`config.mk`:
```
export PLATFORM = sky130hd
export DESIGN_NAME = ahb_rr_arbiter_flat
export DESIGN_NICKNAME = d
export VERILOG_FILES = /design/src/rtl/ahb_rr_arbiter_if.sv /design/src/rtl/ahb_rr_arbiter.sv /design/src/flat_wrapper.sv
export SDC_FILE = /design/constraint.sdc
export NUM_CORES = 1
export LEC_CHECK = 0
export CORE_UTILIZATION = 35
export CTS_CLUSTER_DIAMETER = 60
export DETAILED_ROUTE_END_ITERATION = 12
export PLACE_DENSITY = 0.69
export SYNTH_ARGS = -nofsm -noshare
export SYNTH_HDL_FRONTEND = slang
export SYNTH_SLANG_ARGS = --single-unit
```
`constraint.sdc`:
```
create_clock -name HCLK -period 2.5 [get_ports HCLK]
set_clock_uncertainty 0.15 [all_clocks]
set_input_delay 0.5 -clock HCLK [delete_from_list [all_inputs] [get_ports HCLK]]
set_output_delay 0.5 -clock HCLK [all_outputs]
set_load 0.1 [all_outputs]
```
`src/rtl/ahb_rr_arbiter_if.sv`:
```
// ---------------------------------------------------------------------------
// ahb_rr_arbiter_if -- bus-side signal bundle for the AHB round-robin arbiter.
//
// Handshake: a transfer phase completes on a rising HCLK edge where
// HREADY=1. All arbiter outputs change only on such edges (or on reset).
// Requesters raise HBUSREQx (and optionally HLOCKx) and hold them until they
// see HGRANTx.
//
// Signals
//   HBUSREQx  [NUM_MASTERS] per-master bus request
//   HLOCKx    [NUM_MASTERS] per-master locked-transfer request
//   HSPLIT    [NUM_MASTERS] per-master split-resume strobe from slaves
//   HRESP     [2]           slave response, 2'b11 = SPLIT
//   HREADY                  transfer-complete strobe
//   HGRANTx   [NUM_MASTERS] one-hot grant (arbiter output)
//   HMASTER   [4]           address-phase owner index (arbiter output)
//   HMASTLOCK               current address phase is locked (arbiter output)
//
// Modports
//   slave  : the arbiter's view (requests in, grant out)
//   master : the requesting side / bench (requests out, grant in)
// ---------------------------------------------------------------------------
interface ahb_rr_arbiter_if #(
  parameter int NUM_MASTERS = 4
);
  logic [NUM_MASTERS-1:0] HBUSREQx;
  logic [NUM_MASTERS-1:0] HLOCKx;
  logic [NUM_MASTERS-1:0] HSPLIT;
  logic [1:0]             HRESP;
  logic                   HREADY;
  logic [NUM_MASTERS-1:0] HGRANTx;
  logic [3:0]             HMASTER;
  logic                   HMASTLOCK;

  modport slave (
    input  HBUSREQx, HLOCKx, HSPLIT, HRESP, HREADY,
    output HGRANTx, HMASTER, HMASTLOCK
  );

  modport master (
    output HBUSREQx, HLOCKx, HSPLIT, HRESP, HREADY,
    input  HGRANTx, HMASTER, HMASTLOCK
  );
endinterface

```
`src/rtl/ahb_rr_arbiter.sv`:
```
// ---------------------------------------------------------------------------
// ahb_rr_arbiter -- AHB round-robin bus arbiter with lock hold and optional
// split masking.
//
// Ports
//   HCLK    single clock, rising edge
//   HRESET  synchronous active-high reset
//   bus     ahb_rr_arbiter_if.slave (requests, HREADY, HRESP, HSPLIT in;
//           HGRANTx, HMASTER, HMASTLOCK out)
//
// Parameters
//   NUM_MASTERS    2..16 requesters
//   DEFAULT_MASTER owner when nothing eligible is requesting
//
// Build option
//   AHB_ARB_SPLIT_EN  when defined, a SPLIT response (HRESP=2'b11 on an
//                     HREADY=0 edge) masks the data-phase master until a
//                     slave pulses its HSPLIT bit. Without it HSPLIT and
//                     HRESP are ignored and no mask register exists.
//
// Behaviour
//   The grant owner index is the round-robin pointer. On each HREADY=1 edge
//   the search starts at owner+1 and wraps; the current owner is checked last
//   so a re-requesting master yields to any other eligible requester. A
//   locked, requesting, unmasked owner keeps the grant. HMASTER/HMASTLOCK
//   trail the grant by one HREADY=1 edge (address phase of the prior owner).
// ---------------------------------------------------------------------------
module ahb_rr_arbiter #(
  parameter int NUM_MASTERS    = 4,
  parameter int DEFAULT_MASTER = 0
) (
  input  logic             HCLK,
  input  logic             HRESET,
  ahb_rr_arbiter_if.slave  bus
);

  localparam logic [3:0] DEF_IDX = 4'(DEFAULT_MASTER);

  logic [3:0]             r_owner;
  logic [3:0]             r_hmaster;
  logic                   r_mastlock;

  logic [NUM_MASTERS-1:0] w_mask;
  // Zero-extended to 16 bits so the 4-bit owner index can select any bit
  // without width trouble for small NUM_MASTERS.
  logic [15:0]            w_req16;
  logic [15:0]            w_lock16;
  logic [15:0]            w_mask16;
  logic [15:0]            w_elig16;
  logic                   w_hold;
  logic                   w_found;
  logic [3:0]             w_idx;
  logic [3:0]             w_next_owner;

`ifdef AHB_ARB_SPLIT_EN
  logic [NUM_MASTERS-1:0] r_mask;
  logic [NUM_MASTERS-1:0] w_mask_set;

  // SPLIT is reported during the data phase, so the victim is HMASTER.
  // DEFAULT_MASTER is never masked so the bus always has a fallback owner.
  always_comb begin
    w_mask_set = '0;
    if (bus.HRESP == 2'b11 && !bus.HREADY && r_hmaster != DEF_IDX)
      w_mask_set = NUM_MASTERS'(16'(1) << r_hmaster);
  end

  // Clear is applied after set so a coincident HSPLIT wins.
  always_ff @(posedge HCLK) begin
    if (HRESET) r_mask <= '0;
    else        r_mask <= (r_mask | w_mask_set) & ~bus.HSPLIT;
  end

  assign w_mask = r_mask;
`else
  logic w_unused_split;
  assign w_unused_split = ^{bus.HSPLIT, bus.HRESP};
  assign w_mask = '0;
`endif

  assign w_req16  = 16'(bus.HBUSREQx);
  assign w_lock16 = 16'(bus.HLOCKx);
  assign w_mask16 = 16'(w_mask);
  assign w_elig16 = w_req16 & ~w_mask16;

  // Next owner: lock hold first, otherwise rotate from owner+1; the owner
  // itself is the last candidate (k == NUM_MASTERS).
  always_comb begin
    w_hold       = w_lock16[r_owner] & w_elig16[r_owner];
    w_next_owner = DEF_IDX;
    w_found      = 1'b0;
    w_idx        = '0;
    if (w_hold) begin
      w_next_owner = r_owner;
      w_found      = 1'b1;
    end
    for (int k = 1; k <= NUM_MASTERS; k++) begin
      w_idx = 4'((int'(r_owner) + k) % NUM_MASTERS);
      if (!w_found && w_elig16[w_idx]) begin
        w_next_owner = w_idx;
        w_found      = 1'b1;
      end
    end
  end

  always_ff @(posedge HCLK) begin
    if (HRESET) begin
      r_owner    <= DEF_IDX;
      r_hmaster  <= DEF_IDX;
      r_mastlock <= 1'b0;
    end else if (bus.HREADY) begin
      r_owner    <= w_next_owner;
      r_hmaster  <= r_owner;
      // A masked (split) owner loses its lock on the address phase.
      r_mastlock <= w_lock16[r_owner] & ~w_mask16[r_owner];
    end
  end

  // Grant is decoded from the index register, so it is one-hot by construction.
  assign bus.HGRANTx   = NUM_MASTERS'(16'(1) << r_owner);
  assign bus.HMASTER   = r_hmaster;
  assign bus.HMASTLOCK = r_mastlock;

endmodule

```
`src/flat_wrapper.sv`:
```
// flat-port wrapper written by rule: the top's interface ports become plain ports
module ahb_rr_arbiter_flat 
#(
  parameter int NUM_MASTERS    = 4,
  parameter int DEFAULT_MASTER = 0
)
  (HCLK, HRESET, bus_HBUSREQx, bus_HLOCKx, bus_HSPLIT, bus_HRESP, bus_HREADY, bus_HGRANTx, bus_HMASTER, bus_HMASTLOCK);
  ahb_rr_arbiter_if #(.NUM_MASTERS(NUM_MASTERS)) bus_i ();
  input  logic HCLK;
  input  logic HRESET;
  input wire logic [$bits(bus_i.HBUSREQx)-1:0] bus_HBUSREQx;
  input wire logic [$bits(bus_i.HLOCKx)-1:0] bus_HLOCKx;
  input wire logic [$bits(bus_i.HSPLIT)-1:0] bus_HSPLIT;
  input wire logic [$bits(bus_i.HRESP)-1:0] bus_HRESP;
  input wire logic [$bits(bus_i.HREADY)-1:0] bus_HREADY;
  output wire logic [$bits(bus_i.HGRANTx)-1:0] bus_HGRANTx;
  output wire logic [$bits(bus_i.HMASTER)-1:0] bus_HMASTER;
  output wire logic [$bits(bus_i.HMASTLOCK)-1:0] bus_HMASTLOCK;
  assign bus_i.HBUSREQx = bus_HBUSREQx;
  assign bus_i.HLOCKx = bus_HLOCKx;
  assign bus_i.HSPLIT = bus_HSPLIT;
  assign bus_i.HRESP = bus_HRESP;
  assign bus_i.HREADY = bus_HREADY;
  assign bus_HGRANTx = bus_i.HGRANTx;
  assign bus_HMASTER = bus_i.HMASTER;
  assign bus_HMASTLOCK = bus_i.HMASTLOCK;
  ahb_rr_arbiter #(.NUM_MASTERS(NUM_MASTERS), .DEFAULT_MASTER(DEFAULT_MASTER)) u_core (.HCLK(HCLK), .HRESET(HRESET), .bus(bus_i));
endmodule
```
==> qor.json, run 1 <==
{
  "postCtsHoldBufs": 0,
  "critical_path_class": "reg2reg",
  "synth_async_sr_flop_share_pct": 0,
  "max-vdd-ir-drop_mv": 0.493,
  "vias": 526,
  "grt_pass1_vias": 497,
  "final.min_clock_period_ps": 2370,
  "htree_num_levels": 1,
  "finalSetupViolations": 0,
  "finalInstanceArea_um2": 805,
  "cp_data_required_time_ps": 2500,
  "tritoncts": "yes",
  "min_period_over_period_pct": 94.7,
  "netlist-cell-type-count": 26,
  "holdCritStartpoint": "u_core.bus.HMASTER[0]",
  "max_cap_violations": 0,
  "tritoncts_num_sinks": 5,
  "synth_top_flop_cell": "sky130_fd_sc_hd__dfxtp_1",
  "timing.critical_path.from_type": "flip-flop",
  "synth-edff-count": 0,
  "initial_antenna_violation_count": 0,
  "overflow": 0,
  "crit_path_cell_trace": "inv_2, ha_1, mux4_2, or4b_4, a311o_1, o31ai_1",
  "insertion_delay_ps": 240,
  "cts_clk_pin_slew_worst_paths_ps": 40,
  "power.density_cell_area_mw_per_mm2": 720,
  "first_pass_grt_wire_length_um": 2090,
  "worst_path_largest_cell_delay_ps": 520,
  "synthesis.area_per_instance_um2": 10.6,
  "start_util_pct": 39.5,
  "gp_congestion": 0.742,
  "coreArea_mm2": 0.00137,
  "cts.repair_timing.setup_buffer_count": 0,
  "worst_hold_path.num_cells": 2,
  "hold_slack_ps": 347,
  "outcome": "finished, final reports clean",
  "wl_per_cell_um": 13.0,
  "placedCellCount": 92,
  "seq_area_frac_synth_pct": 18.6,
  "insertedDiodeCount": 0,
  "cts-root-to-sink-buffers": 2,
  "slowest_stage": "sky130_fd_sc_hd__mux4_2",
  "critPathMaxFanout": 4,
  "synthDominantAreaCellType": "sky130_fd_sc_hd__mux4_1",
  "top_post_synthesis_cells_by_area": "sky130_fd_sc_hd__mux4_1 19%, sky130_fd_sc_hd__dfxtp_1 19%, sky130_fd_sc_hd__mux2i_1 11%",
  "synth_warnings": 0,
  "synth_seq_cells": 5,
  "report.final.hold_viol_count": 0,
  "nets": 103,
  "place_hpwl_um": 999,
  "grt_setup_unrepaired": "no",
  "postRouteWirelength_um": 1250,
  "rows": 13,
  "n_fill_cell": 128,
  "hold_class": "reg2reg",
  "end_kind": "flip-flop",
  "via_cell_ratio": 5.48,
  "cellLeakagePower_uw": 0.000381,
  "finish.cell_count_without_fillers": 96,
  "floorplan.io_pins": 26,
  "number_of_port_buffers": 17,
  "fmax_mhz": 422,
  "drt_iter0_markers": 4,
  "die_height_um": 41.3,
  "reg2reg_depth": 6,
  "maximum_number_of_pins_on_one_net_before_global_route_repair": 12,
  "ctsRootBufferMaster": "sky130_fd_sc_hd__clkbuf_4",
  "critical_path_arrival_ps": 2360,
  "register_area_um2": 103,
  "die_area_mm2": 0.00170,
  "setup-tns-final_ps": 0,
  "first_pass_iters": 2,
  "final_max_slew_viol_count": 0,
  "critPathBufInv": 1,
  "post_route_cells_drive_above_1_share_pct": 37.0,
  "multi_input_comb_area_um2": 385,
  "chipWidth_um": 41.3,
  "r2r_slack_ps": 130,
  "min_delay_worst_endpoint": "u_core.bus.HMASTER[0]",
  "netlist_area_um2": 539,
  "synth_top_area_share_pct": 19.5,
  "worstReg2RegStart": "u_core.r_owner[0]",
  "postPlaceCellArea_um2": 772,
  "worst_r2r_endpoint": "u_core.r_owner[1]",
  "critical-path-top-delay-family": "multiplexers",
  "drc": 0,
  "most_instantiated_cells_after_synthesis": "6 x sky130_fd_sc_hd__mux2i_1, 6 x sky130_fd_sc_hd__nor2_1, 5 x sky130_fd_sc_hd__dfxtp_1, 4 x sky130_fd_sc_hd__ha_1, 4 x sky130_fd_sc_hd__mux4_1",
  "grt_usage_pct": 19.4,
  "ant_nets": 0,
  "layout-area-overhead-vs-synth_pct": 49.2,
  "netlist_instances": 51,
  "clock_buffers_created_by_tritoncts": 3
}
## final cells by class
class	instances	area share, %
multi-input combinational	39	47.9
timing repair buffer	31	32.8
sequential	5	12.8
clock buffer	4	3.27
tap	15	2.33
inverter	2	0.933
## routing by layer
| layer | share of wire, % | up-vias | GRT usage (%) | routed length (um) |
|---|---|---|---|---|
| li1 | - | 255 | - | - |
| met4 | 0 | 0 | 3.23 | 0 |
| met1 | 42 | 257 | 22.2 | 529 |
| met5 | 0 | - | 0 | 0 |
| met2 | 53 | 14 | 34.0 | 667 |
| met3 | 4.4 | 0 | 8.15 | 55 |
## state kept, by name (all words and copies together) (netlist names)
name,cells
u_core.bus.HMASTLOCK,1
u_core.bus.HMASTER,2
u_core.r_owner,2
## timing repair
action	4_1_cts	5_1_grt
endpoints found under the hold margin	0	0
setup endpoints to repair	1	1
cloned	0	0
resized for setup	1	3
## worst min-delay path: stages (launching register included)
cell                      delay, ps
sky130_fd_sc_hd__dfxtp_1        320
sky130_fd_sc_hd__mux2i_1         60
sky130_fd_sc_hd__nor2_1          80
## per-stage QoR
step,setup WS [ps],util [%],total power [uW]
floorplan,-23.3,-,398
global placement,-231,56.5,485
detailed placement,-252,56.5,491
CTS,8.69,58.3,586
global route,49.7,58.9,621
finish,131,58.9,579
## cells by family (layout without fill, tap and decap cells)
group | after synthesis | after routing | synth area share, %
muxes | 11 | 11 | 34.8
other | 1 | 2 | 0.695
buffers and inverters | 8 | 37 | 9.97
DFF | 5 | 5 | 18.6
adders and majority gates | 4 | 4 | 9.28
AOI/OAI and AO/OA | 9 | 9 | 13.9
and+or+nand+nor | 13 | 13 | 12.8
## worst max path at each step
| stage | cells after the start | startpoint | to |
|---|---|---|---|
| after detailed placement | 5 | bus_HBUSREQx[0] | u_core.r_owner[1] |
| after global routing | 6 | u_core.r_owner[0] | u_core.r_owner[1] |
| final | 6 | u_core.r_owner[0] | u_core.r_owner[1] |
| after CTS | 5 | bus_HBUSREQx[2] | u_core.r_owner[1] |
| after global placement | 5 | bus_HBUSREQx[0] | u_core.r_owner[1] |
| after floorplan | 8 | u_core.r_owner[0] | u_core.r_owner[1] |
## layout by cell type (no fill, tap or decap), drive strengths merged
cell,instances
a21oi,1
ha,4
o211a,1
clkbuf,4
dfxtp,5
o31ai,1
nor2,6
mux4,5
mux2i,6
or4b,1
nand3,1
nand2b,1
conb,2
buf,21
a211oi,1
a221oi,2
or4,1
clkdlybuf4s50,6
dlymetal6s2s,3
a311o,1
a41o,1
nand2,2
dlygate4sd2,1
o211ai,1
inv,2
nand4,1
## where the power goes
part	leakage [uW]	internal, uW	switching (uW)
Sequential	0.0000417	91.6	5.18
Combinational	0.000325	151	239
Clock	0.0000150	60.3	32.6
Total	0.000381	303	277
(Power assumes the default switching activity.)
==> run 2: changes to the inputs <==
--- a/config.mk
+++ b/config.mk
@@ -8,7 +8,8 @@
 export CORE_UTILIZATION = 35
 export CTS_CLUSTER_DIAMETER = 60
 export DETAILED_ROUTE_END_ITERATION = 12
-export PLACE_DENSITY = 0.69
+export PLACE_DENSITY = 0.73
+export SETUP_SLACK_MARGIN = 0.5
 export SYNTH_ARGS = -nofsm -noshare
 export SYNTH_HDL_FRONTEND = slang
 export SYNTH_SLANG_ARGS = --single-unit
==> run 2 against run 1 <==
Net effect: fmax increased by 1.8%; routed wire length is 0.72% lower; total power grew 4.1%.
==> qor.json, run 2 (synthesized netlist as in run 1, its figures left out) <==
{
  "maximum_number_of_pins_on_one_net_before_global_route_repair": {"value": 12, "change": "unchanged"},
  "final_max_slew_viol_count": {"value": 0, "change": "unchanged"},
  "clock_buffers_created_by_tritoncts": {"value": 3, "change": "unchanged"},
  "worst_path_largest_cell_delay": {"value": 510, "unit": "ps", "change": "was 520 ps"},
  "tritoncts_num_sinks": {"value": 5, "change": "unchanged"},
  "finalSetupViolations": {"value": 0, "change": "unchanged"},
  "n_fill_cell": {"value": 133, "change": "was 128"},
  "place_hpwl": {"value": 930, "unit": "um", "change": "was 999 um"},
  "grt_pass1_vias": {"value": 466, "change": "was 497"},
  "min_period_over_period": {"value": 93.1, "unit": "%", "change": "was 94.7%"},
  "nets": {"value": 104, "change": "was 103"},
  "post_route_cells_drive_above_1_share": {"value": 41.5, "unit": "%", "change": "was 37.0%"},
  "die_area": {"value": 0.00170, "unit": "mm2", "change": "unchanged"},
  "slowest_stage": {"value": "sky130_fd_sc_hd__or4b_4", "change": "was sky130_fd_sc_hd__mux4_2"},
  "initial_antenna_violation_count": {"value": 0, "change": "unchanged"},
  "crit_path_cell_trace": {"value": "inv_4, ha_4, mux4_2, or4b_4, a311o_1, o31ai_1", "change": "was inv_2, ha_1, mux4_2, or4b_4, a311o_1, o31ai_1"},
  "max_cap_violations": {"value": 0, "change": "unchanged"},
  "critical_path_class": {"value": "reg2reg", "change": "unchanged"},
  "insertedDiodeCount": {"value": 0, "change": "unchanged"},
  "layout-area-overhead-vs-synth": {"value": 52.4, "unit": "%", "change": "was 49.2%"},
  "rows": {"value": 13, "change": "unchanged"},
  "wl_per_cell": {"value": 12.8, "unit": "um", "change": "was 13.0 um"},
  "crit_cells": {"value": 6, "change": "unchanged"},
  "max-vdd-ir-drop": {"value": 0.350, "unit": "mV", "change": "was 0.493 mV"},
  "ant_nets": {"value": 0, "change": "unchanged"},
  "number_of_port_buffers": {"value": 17, "change": "unchanged"},
  "drt_iter0_markers": {"value": 6, "change": "was 4"},
  "die_height": {"value": 41.3, "unit": "um", "change": "unchanged"},
  "worst_r2r_endpoint": {"value": "u_core.r_owner[1]", "change": "unchanged"},
  "fmax": {"value": 430, "unit": "MHz", "change": "was 422 MHz"},
  "layout_commonest_cell": {"value": "sky130_fd_sc_hd__buf_4", "change": "unchanged"},
  "timing.critical_path.from_type": {"value": "flip-flop", "change": "unchanged"},
  "floorplan.io_pins": {"value": 26, "change": "unchanged"},
  "gp_congestion": {"value": 0.756, "change": "was 0.742"},
  "critPathMaxFanout": {"value": 3, "change": "was 4"},
  "end_kind": {"value": "flip-flop", "change": "unchanged"},
  "reg2reg_depth": {"value": 6, "change": "unchanged"},
  "critPathBufInv": {"value": 1, "change": "unchanged"},
  "critical-path-top-delay-family": {"value": "simple AND/OR/NAND/NOR gates", "change": "was multiplexers"},
  "insertion_delay": {"value": 250, "unit": "ps", "change": "was 240 ps"},
  "postRouteWirelength": {"value": 1240, "unit": "um", "change": "was 1250 um"},
  "hold_class": {"value": "reg2reg", "change": "unchanged"},
  "layout.cells.most_common_list": {"value": "20 x sky130_fd_sc_hd__buf_4, 6 x sky130_fd_sc_hd__mux2i_1, 6 x sky130_fd_sc_hd__nor2_1, 6 x sky130_fd_sc_hd__clkdlybuf4s50_1, 4 x sky130_fd_sc_hd__dlygate4sd2_1", "change": "was 21 x sky130_fd_sc_hd__buf_4, 6 x sky130_fd_sc_hd__mux2i_1, 6 x sky130_fd_sc_hd__nor2_1, 6 x sky130_fd_sc_hd__clkdlybuf4s50_1, 4 x sky130_fd_sc_hd__ha_1"},
  "tritoncts": {"value": "yes", "change": "unchanged"},
  "chipWidth": {"value": 41.3, "unit": "um", "change": "unchanged"},
  "holdCritStartpoint": {"value": "u_core.bus.HMASTER[1]", "change": "was u_core.bus.HMASTER[0]"},
  "placedCellCount": {"value": 89, "change": "was 92"},
  "start_util": {"value": 39.5, "unit": "%", "change": "unchanged"},
  "report.final.hold_viol_count": {"value": 0, "change": "unchanged"},
  "first_pass_grt_wire_length": {"value": 1860, "unit": "um", "change": "was 2090 um"},
  "grt_usage": {"value": 17.7, "unit": "%", "change": "was 19.4%"},
  "postLayoutSetupSlackWorst": {"value": 174, "unit": "ps", "change": "was 131 ps"},
  "outcome": {"value": "finished, final reports clean", "change": "unchanged"},
  "cts_clk_pin_slew_worst_paths": {"value": 50, "unit": "ps", "change": "was 40 ps"},
  "htree_num_levels": {"value": 1, "change": "unchanged"},
  "hold_slack": {"value": 349, "unit": "ps", "change": "was 347 ps"},
  "first_pass_iters": {"value": 4, "change": "was 2"},
  "dp_slack": {"value": -228, "unit": "ps", "change": "was -252 ps"},
  "finish.cell_count_without_fillers": {"value": 97, "change": "was 96"},
  "cts-root-to-sink-buffers": {"value": 2, "change": "unchanged"},
  "drc": {"value": 0, "change": "unchanged"},
  "power.density_cell_area": {"value": 734, "unit": "mW/mm2", "change": "was 720 mW/mm2"},
  "coreArea": {"value": 0.00137, "unit": "mm2", "change": "unchanged"},
  "ctsRootBufferMaster": {"value": "sky130_fd_sc_hd__clkbuf_4", "change": "unchanged"},
  "worst_hold_path.num_cells": {"value": 2, "change": "unchanged"},
  "r2r_slack": {"value": 170, "unit": "ps", "change": "was 130 ps"},
  "final.min_clock_period": {"value": 2330, "unit": "ps", "change": "was 2370 ps"},
  "critical_path_arrival": {"value": 2310, "unit": "ps", "change": "was 2360 ps"},
  "crit_start": {"value": "u_core.r_owner[0]", "change": "unchanged"},
  "cp_data_required_time": {"value": 2490, "unit": "ps", "change": "was 2500 ps"},
  "overflow": {"value": 0, "change": "unchanged"},
  "worstReg2RegStart": {"value": "u_core.r_owner[0]", "change": "unchanged"},
  "vias": {"value": 540, "change": "was 526"},
  "min_delay_worst_endpoint": {"value": "u_core.bus.HMASTER[1]", "change": "was u_core.bus.HMASTER[0]"},
  "via_cell_ratio": {"value": 5.57, "change": "was 5.48"},
  "grt_setup_unrepaired": {"value": "yes", "change": "was no"},
  "cellLeakagePower": {"value": 0.000364, "unit": "uW", "change": "was 0.000381 uW"}
}
[run 2: metal layers]
layer  vias to the layer above  wire, um  global-route usage [%]
li1                        257         -                       -
met5                         -         0                       0
met3                         4        96                    7.07
met1                       251       505                    19.9
met2                        28       618                    27.3
met4                         0        22                    11.3
[run 2: through the flow]
step	power, uW	cell area [um2]	utilization [%]	setup TNS [ps]
6_report	603	822	60.2	0
4_1_cts	609	818	59.9	0
5_1_grt	644	822	60.2	0
3_3_place_gp	482	764	56.0	-375
3_5_place_dp	486	764	56.0	-403
2_1_floorplan	414	557	-	0
[run 2: tightest hold or removal path, delay by kind of cell (launching register included)]
kind             cells  cell delay, ps
and+or+nand+nor      1              80
DFF                  1             320
muxes                1              60
[run 2: timing repair]
action,in CTS,in global routing
gates resized for setup,8,1
hold buffers,0,0
pin swaps,2,1
setup endpoints to repair,2,3
cloned,0,0
buffers inserted,4,0
[run 2: cell type report]
| cell class | instances | area (um2) | share of cell area, % |
|---|---|---|---|
| Multi-Input combinational cell | 39 | 394 | 47.9 |
| Timing Repair Buffer | 32 | 268 | 32.6 |
| Clock buffer | 4 | 26.3 | 3.20 |
| Sequential cell | 5 | 103 | 12.5 |
| Inverter | 2 | 12.5 | 1.52 |
| Tap cell | 15 | 18.8 | 2.28 |
[run 2: worst max path at each step]
stage	endpoint	slack [ps]
after floorplan	u_core.r_owner[1]	10
after global placement	u_core.r_owner[1]	-200
after detailed placement	u_core.r_owner[1]	-230
after CTS	u_core.r_owner[1]	180
after global routing	u_core.r_owner[1]	120
final	u_core.r_owner[1]	170
[run 2: power breakdown]
part	leakage [uW]	internal (uW)	switching, uW	total (uW)
clock network	0.0000150	60.5	35.4	95.8
registers	0.0000417	91.8	8.29	100
logic	0.000307	165	242	407
==> run 3: changes to the inputs <==
--- a/config.mk
+++ b/config.mk
@@ -8,6 +8,7 @@
 export CORE_UTILIZATION = 35
 export CTS_CLUSTER_DIAMETER = 60
 export DETAILED_ROUTE_END_ITERATION = 12
+export GPL_ROUTABILITY_DRIVEN = 0
 export PLACE_DENSITY = 0.73
 export SETUP_SLACK_MARGIN = 0.5
 export SYNTH_ARGS = -nofsm -noshare
==> constraint.sdc (replaced) <==
create_clock -name HCLK -period 2.1 [get_ports HCLK]
set_clock_uncertainty 0.15 [all_clocks]
set_input_delay 0.42 -clock HCLK [delete_from_list [all_inputs] [get_ports HCLK]]
set_output_delay 0.42 -clock HCLK [all_outputs]
set_load 0.1 [all_outputs]
==> run 3 against run 2 <==
Net effect: the run now ends with setup timing left; worst hold slack improved by 1.1 ps; largest cell class unchanged; flip-flop and latch count stayed put; critical path depth did not move; worst setup slack got worse by 350 ps; register-to-register slack got worse by 350 ps; routed wire length up 3.1%; largest power group unchanged; fmax increased by 2.0%.
==> qor.json, run 3 (synthesized netlist as in run 1, its figures left out) <==
{
  "layout_commonest_cell": {"value": "sky130_fd_sc_hd__buf_4", "change": "unchanged"},
  "hold_slack": {"value": 350, "unit": "ps", "change": "was 349 ps"},
  "clock_buffers_created_by_tritoncts": {"value": 3, "change": "unchanged"},
  "grt_setup_unrepaired": {"value": "yes", "change": "unchanged"},
  "final_max_slew_viol_count": {"value": 0, "change": "unchanged"},
  "max-vdd-ir-drop": {"value": 0.517, "unit": "mV", "change": "was 0.350 mV"},
  "first_pass_grt_wire_length": {"value": 2080, "unit": "um", "change": "was 1860 um"},
  "finalSetupViolations": {"value": 2, "change": "was 0"},
  "overflow": {"value": 0, "change": "unchanged"},
  "nets": {"value": 102, "change": "was 104"},
  "vias": {"value": 533, "change": "was 540"},
  "first_pass_iters": {"value": 4, "change": "unchanged"},
  "tritoncts_num_sinks": {"value": 5, "change": "unchanged"},
  "hold_class": {"value": "reg2reg", "change": "unchanged"},
  "cts.repair_timing.setup_buffer_count": {"value": 0, "change": "was 4"},
  "critPathMaxFanout": {"value": 3, "change": "unchanged"},
  "r2r_slack": {"value": -180, "unit": "ps", "change": "was 170 ps"},
  "rows": {"value": 13, "change": "unchanged"},
  "critical_path_class": {"value": "reg2reg", "change": "unchanged"},
  "cts-root-to-sink-buffers": {"value": 2, "change": "unchanged"},
  "maximum_number_of_pins_on_one_net_before_global_route_repair": {"value": 9, "change": "was 12"},
  "worst_r2r_endpoint": {"value": "u_core.r_owner[1]", "change": "unchanged"},
  "start_util": {"value": 39.5, "unit": "%", "change": "unchanged"},
  "number_of_port_buffers": {"value": 17, "change": "unchanged"},
  "postCtsHoldBufs": {"value": 0, "change": "unchanged"},
  "report.final.hold_viol_count": {"value": 0, "change": "unchanged"},
  "grt_pass1_vias": {"value": 518, "change": "was 466"},
  "min_delay_worst_endpoint": {"value": "u_core.bus.HMASTER[1]", "change": "unchanged"},
  "critical_path_arrival": {"value": 2290, "unit": "ps", "change": "was 2310 ps"},
  "cts_clk_pin_slew_worst_paths": {"value": 50, "unit": "ps", "change": "about the same"},
  "die_height": {"value": 41.3, "unit": "um", "change": "unchanged"},
  "cellLeakagePower": {"value": 0.000366, "unit": "uW", "change": "was 0.000364 uW"},
  "min_period_over_period": {"value": 109, "unit": "%", "change": "was 93.1%"},
  "postRouteWirelength": {"value": 1280, "unit": "um", "change": "was 1240 um"},
  "reg2reg_depth": {"value": 6, "change": "unchanged"},
  "fmax": {"value": 438, "unit": "MHz", "change": "was 430 MHz"},
  "violations": "setup timing",
  "place_hpwl": {"value": 1060, "unit": "um", "change": "was 930 um"},
  "holdCritStartpoint": {"value": "u_core.bus.HMASTER[1]", "change": "unchanged"},
  "floorplan.io_pins": {"value": 26, "change": "unchanged"},
  "max_cap_violations": {"value": 0, "change": "unchanged"},
  "cp_data_required_time": {"value": 2110, "unit": "ps", "change": "was 2490 ps"},
  "ctsRootBufferMaster": {"value": "sky130_fd_sc_hd__clkbuf_4", "change": "unchanged"},
  "final.min_clock_period": {"value": 2280, "unit": "ps", "change": "was 2330 ps"},
  "finalInstanceArea": {"value": 873, "unit": "um2", "change": "was 822 um2"},
  "initial_antenna_violation_count": {"value": 0, "change": "unchanged"},
  "setup-tns-final": {"value": -322, "unit": "ps", "change": "was 0 ps"},
  "n_fill_cell": {"value": 113, "change": "was 133"},
  "worst_hold_path.num_cells": {"value": 2, "change": "unchanged"},
  "worstReg2RegStart": {"value": "u_core.r_owner[0]", "change": "unchanged"},
  "layout-area-overhead-vs-synth": {"value": 61.9, "unit": "%", "change": "was 52.4%"},
  "insertedDiodeCount": {"value": 0, "change": "unchanged"},
  "htree_num_levels": {"value": 1, "change": "unchanged"},
  "outcome": {"value": "complete, but fails checks", "change": "was finished, final reports clean"},
  "via_cell_ratio": {"value": 5.61, "change": "was 5.57"},
  "postLayoutSetupSlackWorst": {"value": -181, "unit": "ps", "change": "was 174 ps"},
  "die_area": {"value": 0.00170, "unit": "mm2", "change": "unchanged"},
  "postPlaceCellArea": {"value": 830, "unit": "um2", "change": "was 764 um2"},
  "ant_nets": {"value": 0, "change": "unchanged"},
  "tritoncts": {"value": "yes", "change": "unchanged"},
  "grt_usage": {"value": 20.2, "unit": "%", "change": "was 17.7%"},
  "end_kind": {"value": "flip-flop", "change": "unchanged"},
  "chipWidth": {"value": 41.3, "unit": "um", "change": "unchanged"},
  "post_route_cells_drive_above_1_share": {"value": 43.8, "unit": "%", "change": "was 41.5%"},
  "wl_per_cell": {"value": 13.5, "unit": "um", "change": "was 12.8 um"},
  "timing.critical_path.from_type": {"value": "flip-flop", "change": "unchanged"},
  "power.density_cell_area": {"value": 881, "unit": "mW/mm2", "change": "was 734 mW/mm2"},
  "drt_iter0_markers": {"value": 14, "change": "was 6"},
  "finalPower": {"value": 769, "unit": "uW", "change": "was 603 uW"},
  "layout.cells.most_common_list": {"value": "15 x sky130_fd_sc_hd__buf_4, 6 x sky130_fd_sc_hd__mux2i_1, 6 x sky130_fd_sc_hd__nor2_1, 6 x sky130_fd_sc_hd__clkdlybuf4s50_1", "change": "was 20 x sky130_fd_sc_hd__buf_4, 6 x sky130_fd_sc_hd__mux2i_1, 6 x sky130_fd_sc_hd__nor2_1, 6 x sky130_fd_sc_hd__clkdlybuf4s50_1, 4 x sky130_fd_sc_hd__dlygate4sd2_1"},
  "coreArea": {"value": 0.00137, "unit": "mm2", "change": "unchanged"},
  "drc": {"value": 0, "change": "unchanged"},
  "insertion_delay": {"value": 250, "unit": "ps", "change": "about the same"}
}
[run 3: cell types whose count changed in the layout (fill, tap and decap cells not counted), sizes merged]
cell	change
buf	-2
[run 3: how the worst max path moves through the flow]
stage	from	end	depth (start not counted)
floorplan	u_core.r_owner[0]	u_core.r_owner[1]	8
global placement	bus_HBUSREQx[2]	u_core.r_owner[1]	5
detailed placement	bus_HBUSREQx[2]	u_core.r_owner[1]	5
CTS	u_core.r_owner[0]	u_core.r_owner[1]	6
global route	u_core.r_owner[0]	u_core.r_owner[1]	6
finish	u_core.r_owner[0]	u_core.r_owner[1]	6
[run 3: final cells by class]
cell class	count	area [um2]	area share [%]
Multi-Input combinational cell	39	413	47.3
Timing Repair Buffer	30	303	34.7
Sequential cell	5	103	11.7
Clock buffer	4	26.3	3.01
Tap cell	15	18.8	2.15
Inverter	2	10.0	1.15
[run 3: metal layers]
| metal | global-route usage [%] | part of all wire [%] |
|---|---|---|
| met1 | 20.3 | 42 |
| met2 | 32.8 | 51 |
| met3 | 9.78 | 4.4 |
| met4 | 13.7 | 3.1 |
| met5 | 0 | 0 |
[run 3: per-stage QoR]
stage	setup slack, ps	cells	util (%)
after floorplan	-389	52	-
after global placement	-465	91	60.7
after detailed placement	-510	91	60.7
after CTS	-189	95	63.6
after global routing	-256	95	63.9
final	-181	95	63.9
[run 3: what timing repair did]
| action | 4_1_cts | 5_1_grt |
|---|---|---|
| resized for setup | 9 | 3 |
| setup endpoints to repair | 6 | 6 |
| pin swaps | 1 | 0 |
| gates cloned | 0 | 0 |
[run 3: worst max-delay path, cell delays in order (launching register included)]
cell and delay [ps]:
sky130_fd_sc_hd__dfxtp_2 350, sky130_fd_sc_hd__inv_4 40, sky130_fd_sc_hd__ha_4 260, sky130_fd_sc_hd__mux4_2 500, sky130_fd_sc_hd__or4b_4 510, sky130_fd_sc_hd__a311o_1 320
sky130_fd_sc_hd__o31ai_1 60
[run 3: power breakdown]
part | switching, uW | internal [uW]
Sequential | 8.24 | 109
Combinational | 303 | 237
Clock | 40.2 | 71.9
